===== src/rtl/id_ex_stage.sv =====
// ID/EX pipeline register with EX-side forwarding, operand muxing and
// load-use hazard detection; feeds the ALU directly.
module id_ex_stage #(
   parameter int XLEN   = 32,
   parameter int REGIDX = 5
) (
   input  logic              CLK,
   input  logic              RST,
   input  logic              ID_VALID,
   input  logic [XLEN-1:0]   ID_PC,
   input  logic [XLEN-1:0]   ID_RS1_DATA,
   input  logic [XLEN-1:0]   ID_RS2_DATA,
   input  logic [XLEN-1:0]   ID_IMM,
   input  logic [REGIDX-1:0] ID_RS1,
   input  logic [REGIDX-1:0] ID_RS2,
   input  logic [REGIDX-1:0] ID_RD,
   input  logic [3:0]        ID_ALUCTRL,
   input  logic [3:0]        ID_BRANCHCOND,
   input  logic              ID_ALUSRC,
   input  logic              ID_PCSRC,
   input  logic              ID_MEMREAD,
   input  logic              ID_MEMWRITE,
   input  logic              ID_REGWRITE,
   input  logic              FLUSH,
   input  logic              EXMEM_REGWRITE,
   input  logic [REGIDX-1:0] EXMEM_RD,
   input  logic [XLEN-1:0]   EXMEM_RESULT,
   input  logic              MEMWB_REGWRITE,
   input  logic [REGIDX-1:0] MEMWB_RD,
   input  logic [XLEN-1:0]   MEMWB_RESULT,
   output logic [XLEN-1:0]   ALU_A,
   output logic [XLEN-1:0]   ALU_B,
   output logic [3:0]        ALU_CTRL,
   output logic [3:0]        ALU_BRANCHCOND,
   output logic [XLEN-1:0]   EX_STORE_DATA,
   output logic [XLEN-1:0]   EX_PC,
   output logic [REGIDX-1:0] EX_RD,
   output logic              EX_VALID,
   output logic              EX_MEMREAD,
   output logic              EX_MEMWRITE,
   output logic              EX_REGWRITE,
   output logic              STALL
);

   typedef struct packed {
      logic              valid;
      logic              memread;
      logic              memwrite;
      logic              regwrite;
      logic              alusrc;
      logic              pcsrc;
      logic [3:0]        aluctrl;
      logic [3:0]        brcond;
      logic [REGIDX-1:0] rs1;
      logic [REGIDX-1:0] rs2;
      logic [REGIDX-1:0] rd;
      logic [XLEN-1:0]   pc;
      logic [XLEN-1:0]   rs1_data;
      logic [XLEN-1:0]   rs2_data;
      logic [XLEN-1:0]   imm;
   } ex_reg_t;

   ex_reg_t ex_q, id_d;

   logic          ex1_hit, ex2_hit, wb1_hit, wb2_hit;
   logic [XLEN-1:0] fwd_rs1, fwd_rs2;

   // an all-zero struct is the bubble: ADD, no branch, no side effects
   always_comb begin
      id_d          = '0;
      id_d.valid    = ID_VALID;
      id_d.memread  = ID_VALID & ID_MEMREAD;
      id_d.memwrite = ID_VALID & ID_MEMWRITE;
      id_d.regwrite = ID_VALID & ID_REGWRITE;
      id_d.alusrc   = ID_ALUSRC;
      id_d.pcsrc    = ID_PCSRC;
      id_d.aluctrl  = ID_ALUCTRL;
      id_d.brcond   = ID_BRANCHCOND;
      id_d.rs1      = ID_RS1;
      id_d.rs2      = ID_RS2;
      id_d.rd       = ID_RD;
      id_d.pc       = ID_PC;
      id_d.rs1_data = ID_RS1_DATA;
      id_d.rs2_data = ID_RS2_DATA;
      id_d.imm      = ID_IMM;
   end

   // rs2 is compared even when unused; a spurious one-cycle stall is harmless
   assign STALL = ex_q.valid && ex_q.memread && (ex_q.rd != '0) && ID_VALID &&
                  ((ID_RS1 == ex_q.rd) || (ID_RS2 == ex_q.rd)) && !FLUSH;

   always_ff @(posedge CLK) begin
      if (RST || FLUSH || STALL) ex_q <= '0;
      else                       ex_q <= id_d;
   end

   assign ex1_hit = EXMEM_REGWRITE && (EXMEM_RD != '0) && (EXMEM_RD == ex_q.rs1);
   assign ex2_hit = EXMEM_REGWRITE && (EXMEM_RD != '0) && (EXMEM_RD == ex_q.rs2);
   assign wb1_hit = MEMWB_REGWRITE && (MEMWB_RD != '0) && (MEMWB_RD == ex_q.rs1);
   assign wb2_hit = MEMWB_REGWRITE && (MEMWB_RD != '0) && (MEMWB_RD == ex_q.rs2);

   assign fwd_rs1 = ex1_hit ? EXMEM_RESULT : wb1_hit ? MEMWB_RESULT : ex_q.rs1_data;
   assign fwd_rs2 = ex2_hit ? EXMEM_RESULT : wb2_hit ? MEMWB_RESULT : ex_q.rs2_data;

   assign ALU_A          = ex_q.pcsrc  ? ex_q.pc  : fwd_rs1;
   assign ALU_B          = ex_q.alusrc ? ex_q.imm : fwd_rs2;
   assign EX_STORE_DATA  = fwd_rs2;
   assign ALU_CTRL       = ex_q.aluctrl;
   assign ALU_BRANCHCOND = ex_q.brcond;
   assign EX_PC          = ex_q.pc;
   assign EX_RD          = ex_q.rd;
   assign EX_VALID       = ex_q.valid;
   assign EX_MEMREAD     = ex_q.memread;
   assign EX_MEMWRITE    = ex_q.memwrite;
   assign EX_REGWRITE    = ex_q.regwrite;

endmodule


===== config.mk =====
export PLATFORM = sky130hd
export DESIGN_NAME = id_ex_stage
export DESIGN_NICKNAME = d
export VERILOG_FILES = /design/src/rtl/id_ex_stage.sv
export SDC_FILE = /design/constraint.sdc
export NUM_CORES = 1
export LEC_CHECK = 0
export BUFFER_PORTS_ARGS = -buffer_cell sky130_fd_sc_hd__buf_2
export CAP_MARGIN = 5
export CORE_AREA = 3 3 149 151
export DETAILED_ROUTE_END_ITERATION = 8
export DIE_AREA = 0 0 152 154
export PLACE_DENSITY = 0.64
export SETUP_SLACK_MARGIN = 0.2
export SYNTH_ARGS = -nofsm -noshare
export SYNTH_HDL_FRONTEND = slang
export SYNTH_SLANG_ARGS = --single-unit

===== constraint.sdc =====
create_clock -name CLK -period 2.15 [get_ports CLK]
set_input_delay 0.215 -clock CLK [delete_from_list [all_inputs] [get_ports CLK]]
set_output_delay 0.215 -clock CLK [all_outputs]
set_load 0.05 [all_outputs]

==> out/results.txt, run 1 <==
Initial core utilization - 0.3757
RSZ-0062 raised after global routing - true
Slew at the pin with the worst max-slew slack - 0.4641 ns
Standby leakage power - 6.066 nW
Initial antenna violation count - 5
Outcome - finished with violations
CP required - 1.93 ns
Min-Delay Path Class - primary input to flip-flop
Start-to-end type of the worst setup path - flip-flop to primary output
Setup slack at placement - -0.5070 ns
Int Pwr - 5.903 mW
Std cell rows - 53
Net switching power - 2.743 mW
Max Fanout on Critical Path - 20
Height of the die - 154 um
Worst Setup Start Kind - flip-flop
Die area - 23410 um2
Total number of vias - 7776
Insertion delay of the later-clocked pin in the worst-skew pair - 0.42 ns
TritonCTS clock tree - built
Tightest hold margin - 0.01138 ns
Number of routed nets with antenna violations - 0
Post-synthesis average cell area - 10.31 um2
Worst-path cell chain - xor2_2, or4b_4, buf_12, o21ai_2, a31oi_4, mux2_4, buf_4
Number of setup violations in the final report - 96
Post-DP HPWL - 22.10 mm
DRC violation count after routing - 0
GR Util All Layers - 0.2701
Slowest-stage cell, CP - or4b_4
Port bufs - 381
Post-DR wirelength/cell - 20.62 um
Skew final - 0.01186 ns
Switching part of the total power - 0.3172
Portion of total power attributed to sequential cells - 0.358
Pin count of the biggest net entering global routing - 101
Width of the die - 152 um
Seq/Total Area, Yosys - 0.3992
Final wirelength - 32.84 mm
Worst stage delay on the critical path - 0.59 ns
Smallest setup slack after layout - -0.5472 ns
Warnings, synthesis - 0
First-pass GRT wire length - 49.48 mm
Clock root cell - clkbuf_16
Core region area - 20960 um2
Share of final-layout standard cells stronger than drive strength 1 - 0.5453
Netlist cell types - 42
Violated checks - negative setup slack
Worst rel slew slack - 0.6882
IO Pins - 382
Post-detailed-route via-to-cell ratio - 4.881
Number of cells produced by synthesis - 764
Final net count - 1536
First-pass DRT Iterations - 5
Gpl congestion - 0.9603
Max Cap Viol - 0
Crit end category - primary output
Post-Synthesis Net Count - 1000
Post-Syn Area - 7874 um2
Number of clock buffers inserted by TritonCTS - 17
Number of endpoints with negative hold slack in the final report - 0
Clock period minus worst slack - 2.697 ns
Portion of the clock cycle consumed by the worst path in the final layout - 1.255
Max frequency - 370.8 MHz
Clk slew on worst S/H paths - 0.06 ns
P&R area growth vs syn - 81.87%
Number of synthesized register bits - 157
Share of power burned in the clock network - 0.353
Worst EP arrival - 2.48 ns
Level count of the clock H-tree - 4
Global route total overflow - 0
Fraction of power consumed by combinational cells - 0.289
Sinks on Clock Net - 157
PD cells - 603.8 nW/um2
Initial drt markers - 342
Number of global-route vias before repair - 8525
Peak ir drop on the vdd network - 500.9 uV
Max-slew violation count - 0
Maximum buffer depth of the clock tree - 2
## Yosys cell counts (all sizes together)
library cell	count	area share
or4b	1	0.0017
a221oi	21	0.038
a21oi	12	0.0076
nand4	2	0.0016
mux2i	32	0.041
nand4b	1	0.0011
or4	3	0.0038
nor2	2	0.00095
and3	3	0.0024
nand3	34	0.022
and2	155	0.12
mux2	32	0.046
a31oi	32	0.083
o22ai	1	0.00080
nand2	2	0.00095
a211oi	1	0.00095
or2	1	0.00080
dfxtp	157	0.40
xnor2	22	0.024
o211a	1	0.0013
nor4b	1	0.0019
o21ai	32	0.034
inv	21	0.010
nor4	1	0.0027
clkbuf	40	0.019
buf	66	0.064
o2111ai	1	0.0011
nor3	54	0.034
xor2	8	0.0089
nand2b	11	0.0087
o31ai	11	0.010
nor2b	1	0.00080
o211ai	2	0.0043
## cell type report
type	instances	area (um2)
fillers	1494	6635
repair buffers	623	5157
multi-input cells	480	4980
flip-flops and latches	157	3162
clock buffers	20	446.7
well taps	275	344.1
clock inverters	12	138.9
inverters	21	78.83
diodes	5	12.51
## worst max-delay path: cells and delay by family (launching register included)
family          cells  cell delay [ns]
xor+xnor            1             0.15
buf+inv             2             0.39
compound gates      2             0.29
flops               1             0.33
mux                 1             0.29
simple gates        1             0.59
## per-layer routing
layer  wire length [um]  part of all wire  GRT usage  vias up
met3               1814             0.055    0.05742       69
met4                940             0.029    0.08904        0
met1              13270              0.40     0.3260     3688
li1                   -                 -          -     3670
met5                  0                 0          0        -
met2              16820              0.51     0.4795      349
## per-stage QoR
| step | power (mW) | cell area [um2] | setup TNS (ns) | instances | util |
|---|---|---|---|---|---|
| floorplan | 4.440 | 8444 | -5.951 | 764 | - |
| global placement | 5.065 | 10940 | -39.08 | 1402 | 0.5220 |
| detailed placement | 5.083 | 10950 | -27.50 | 1403 | 0.5227 |
| CTS | 8.596 | 13970 | -42.65 | 1579 | 0.6666 |
| global route | 8.947 | 14320 | -49.69 | 1593 | 0.6834 |
| finish | 8.646 | 14320 | -41.18 | 1593 | 0.6834 |
## repair_timing
item | 4_1_cts | 5_1_grt
hold endpoints to repair | 130 | 0
hold buffers | 130 | 0
endpoints found under the setup margin | 97 | 97
buffers inserted | 8 | 9
cloned | 6 | 0
gates resized for setup | 248 | 60
pin swaps | 5 | 10
## flip-flops by register name, indices dropped and copies added, names as in the netlist
register,cells
ALU_BRANCHCOND,4
ALU_CTRL,4
EX_MEMWRITE,1
ex_q,108
EX_PC,32
EX_RD,5
EX_MEMREAD,1
EX_VALID,1
EX_REGWRITE,1
## layout by cell type, fill, tap and decap left out, types with 5 or more instances in the layout
cell type / instances
nand2b_1: 11
xnor2_1: 16
and2_1: 155
buf_12: 23
nand3_1: 17
mux2i_1: 27
mux2_4: 32
buf_2: 284
buf_4: 79
dfxtp_2: 12
o21ai_4: 12
diode_2: 5
nor3_1: 53
xnor2_2: 6
inv_1: 21
a221oi_4: 21
buf_6: 76
nand3_2: 13
clkbuf_16: 18
o31ai_2: 6
dlygate4sd3_1: 130
a21oi_4: 11
dfxtp_1: 144
a31oi_4: 32
buf_8: 26
xor2_1: 7
o31ai_4: 5
o21ai_2: 19
## power by group through the flow
stage / Combinational (mW) / Sequential, mW / Clock, mW
after CTS: 2.40 / 3.09 / 3.11
after detailed placement: 1.93 / 3.15 / 0
after global placement: 1.92 / 3.15 / 0
after floorplan: 1.30 / 3.14 / 0
final: 2.50 / 3.10 / 3.05
after global routing: 2.60 / 3.11 / 3.24
## cell families (layout without fill, tap and decap cells)
logic type	count (synthesis)	in the layout	synth area share
xor gates and xnor gates	30	30	0.03337
AOI/OAI and AO/OA	114	114	0.1818
and+or+nand+nor	272	272	0.2066
DFF	157	157	0.3992
buffers and inverters	127	676	0.09264
muxes	64	64	0.08645
other	0	5	0
## path summary, 6_finish.rpt
kind / start / endpoint / slack [ns] / depth (start not counted)
worst max-delay path: ex_q[134] / ALU_B[16] / -0.55 / 7
worst min-delay path: ID_RS2_DATA[27] / ex_q[59] / 0.01 / 2
worst max register to register: EX_RD[4] / ex_q[5] / 0.32 / 7
worst min register to register: EX_RD[3] / EX_VALID / 1.19 / 5
(Power assumes the default switching activity.)
==> run 2, diff against run 1 <==
- REMOVE_ABC_BUFFERS: unset -> 1
==> out/results.txt, run 2 (synthesis results as in run 1) <==
Number of clock buffers inserted by TritonCTS - 17
Standby leakage power - 5.869 nW
Total number of vias - 7912
Portion of the clock cycle consumed by the worst path in the final layout - 1.294
Number of setup violations in the final report - 96
Std cell rows - 53
Register with the most flip-flops - ex_q
PD cells - 606.9 nW/um2
GR Util All Layers - 0.2698
Clock root cell - clkbuf_16
CP required - 1.93 ns
Peak ir drop on the vdd network - 496.7 uV
Worst stage delay on the critical path - 0.61 ns
Pin count of the biggest net entering global routing - 80
Setup slack at placement - -0.5070 ns
TritonCTS clock tree - built
Final net count - 1519
RSZ-0062 raised after global routing - true
Height of the die - 154 um
Skew final - 0.009316 ns
Initial drt markers - 291
Die area - 23410 um2
Maximum buffer depth of the clock tree - 2
Clk slew on worst S/H paths - 0.07 ns
Width of the die - 152 um
Sum of buffers and inverters on the critical path - 2
Slowest-stage cell, CP - or4b_4
Post-DR wirelength/cell - 21.55 um
Gate family responsible for the most delay along the worst path - simple AND/OR/NAND/NOR gates
Outcome - finished with violations
Worst rel slew slack - 0.5623
Final Util - 0.6741
Smallest setup slack after layout - -0.6316 ns
Start-to-end type of the worst setup path - flip-flop to primary output
Max Cap Viol - 0
Violated checks - negative setup slack
Share of final-layout standard cells stronger than drive strength 1 - 0.5509
P&R area growth vs syn - 79.39%
IO Pins - 382
Fill count - 1561
Number of endpoints with negative hold slack in the final report - 0
Max-slew violation count - 0
Initial core utilization - 0.3757
Global route total overflow - 0
Min-Delay Path Class - primary input to flip-flop
DRC violation count after routing - 0
Initial antenna violation count - 3
Level count of the clock H-tree - 4
Core region area - 20960 um2
Total power - 8.572 mW
Number of global-route vias before repair - 8593
Tightest hold margin - 0.02326 ns
Slew at the pin with the worst max-slew slack - 0.6552 ns
Post-DP HPWL - 21.53 mm
Max reg flops - 108
Gpl congestion - 0.9331
Final wirelength - 33.87 mm
Sinks on Clock Net - 157
Max Fanout on Critical Path - 9
Number of routed nets with antenna violations - 0
First-pass DRT Iterations - 5
Post-detailed-route via-to-cell ratio - 5.033
Most common library cell in the layout ignoring fill and taps - buf_2
Max frequency - 359.5 MHz
Crit end category - primary output
Clock period minus worst slack - 2.782 ns
Port bufs - 381
Worst-path cell chain - xor2_2, or4b_4, clkbuf_16, o21ai_2, a31oi_4, mux2_2, buf_4
Worst EP arrival - 2.57 ns
Insertion delay of the later-clocked pin in the worst-skew pair - 0.43 ns
First-pass GRT wire length - 49.56 mm
Most used cells in the layout excluding fill and tap cells - buf_2, and2_1, dfxtp_1
Worst Setup Start Kind - flip-flop
==> run 2: changes by cell type in the layout (fill, tap and decap cells not counted), sizes merged <==
cell	change
buf	-29
bufinv	-1
clkbuf	+1
clkinv	-2
clkinvlp	+1
diode	-4
dlygate4sd3	+9
inv	+3
nor2b	+1
==> run 2: power breakdown <==
part | total, mW | switching (mW) | internal [mW]
clock | 3.02 | 1.37 | 1.66
combinational | 2.46 | 1.38 | 1.08
sequential | 3.09 | 0.0647 | 3.03
total | 8.57 | 2.81 | 5.76
==> run 2: final timing paths <==
path	startpoint	endpoint	slack [ns]	cells after the start
min reg2reg	EX_VALID	ex_q[44]	1.22	5
min	ID_MEMWRITE	EX_MEMWRITE	0.02	2
max reg2reg	EX_RD[0]	ex_q[21]	0.37	5
max	ex_q[135]	ALU_B[27]	-0.63	7
==> run 2: area by class of cell <==
class	count	area (um2)	share of cell area
clock inverters	13	133.9	0.009478
well taps	275	344.1	0.02436
inverters	21	78.83	0.005581
diodes	1	2.502	0.0001772
flip-flops and latches	157	3162	0.2238
clock buffers	19	442.9	0.03136
multi-input cells	481	4970	0.3518
repair buffers	605	4991	0.3534
==> run 2: what timing repair did <==
item / in CTS / in global routing
buffers inserted: 9 / 2
setup endpoints to repair: 97 / 97
hold endpoints to repair: 139 / 0
cloned: 3 / 3
pin swaps: 14 / 18
gates resized for setup: 295 / 77
hold buffers: 139 / 0
==> run 2: stage by stage <==
step | instances | setup TNS [ns] | instance area (um2)
after floorplan | 658 | -912.43 | 7223
after global placement | 1383 | -29.58 | 10290
after detailed placement | 1383 | -30.08 | 10290
after CTS | 1566 | -40.67 | 13540
after global routing | 1572 | -49.03 | 14120
final | 1572 | -41.20 | 14120
==> run 2: per-layer routing <==
layer	global-route usage	vias to the layer above	wire (um)
li1	-	3627	-
met1	0.3053	3820	12990
met2	0.4956	371	17610
met3	0.05967	90	2025
met4	0.1010	4	1222
met5	0	-	21
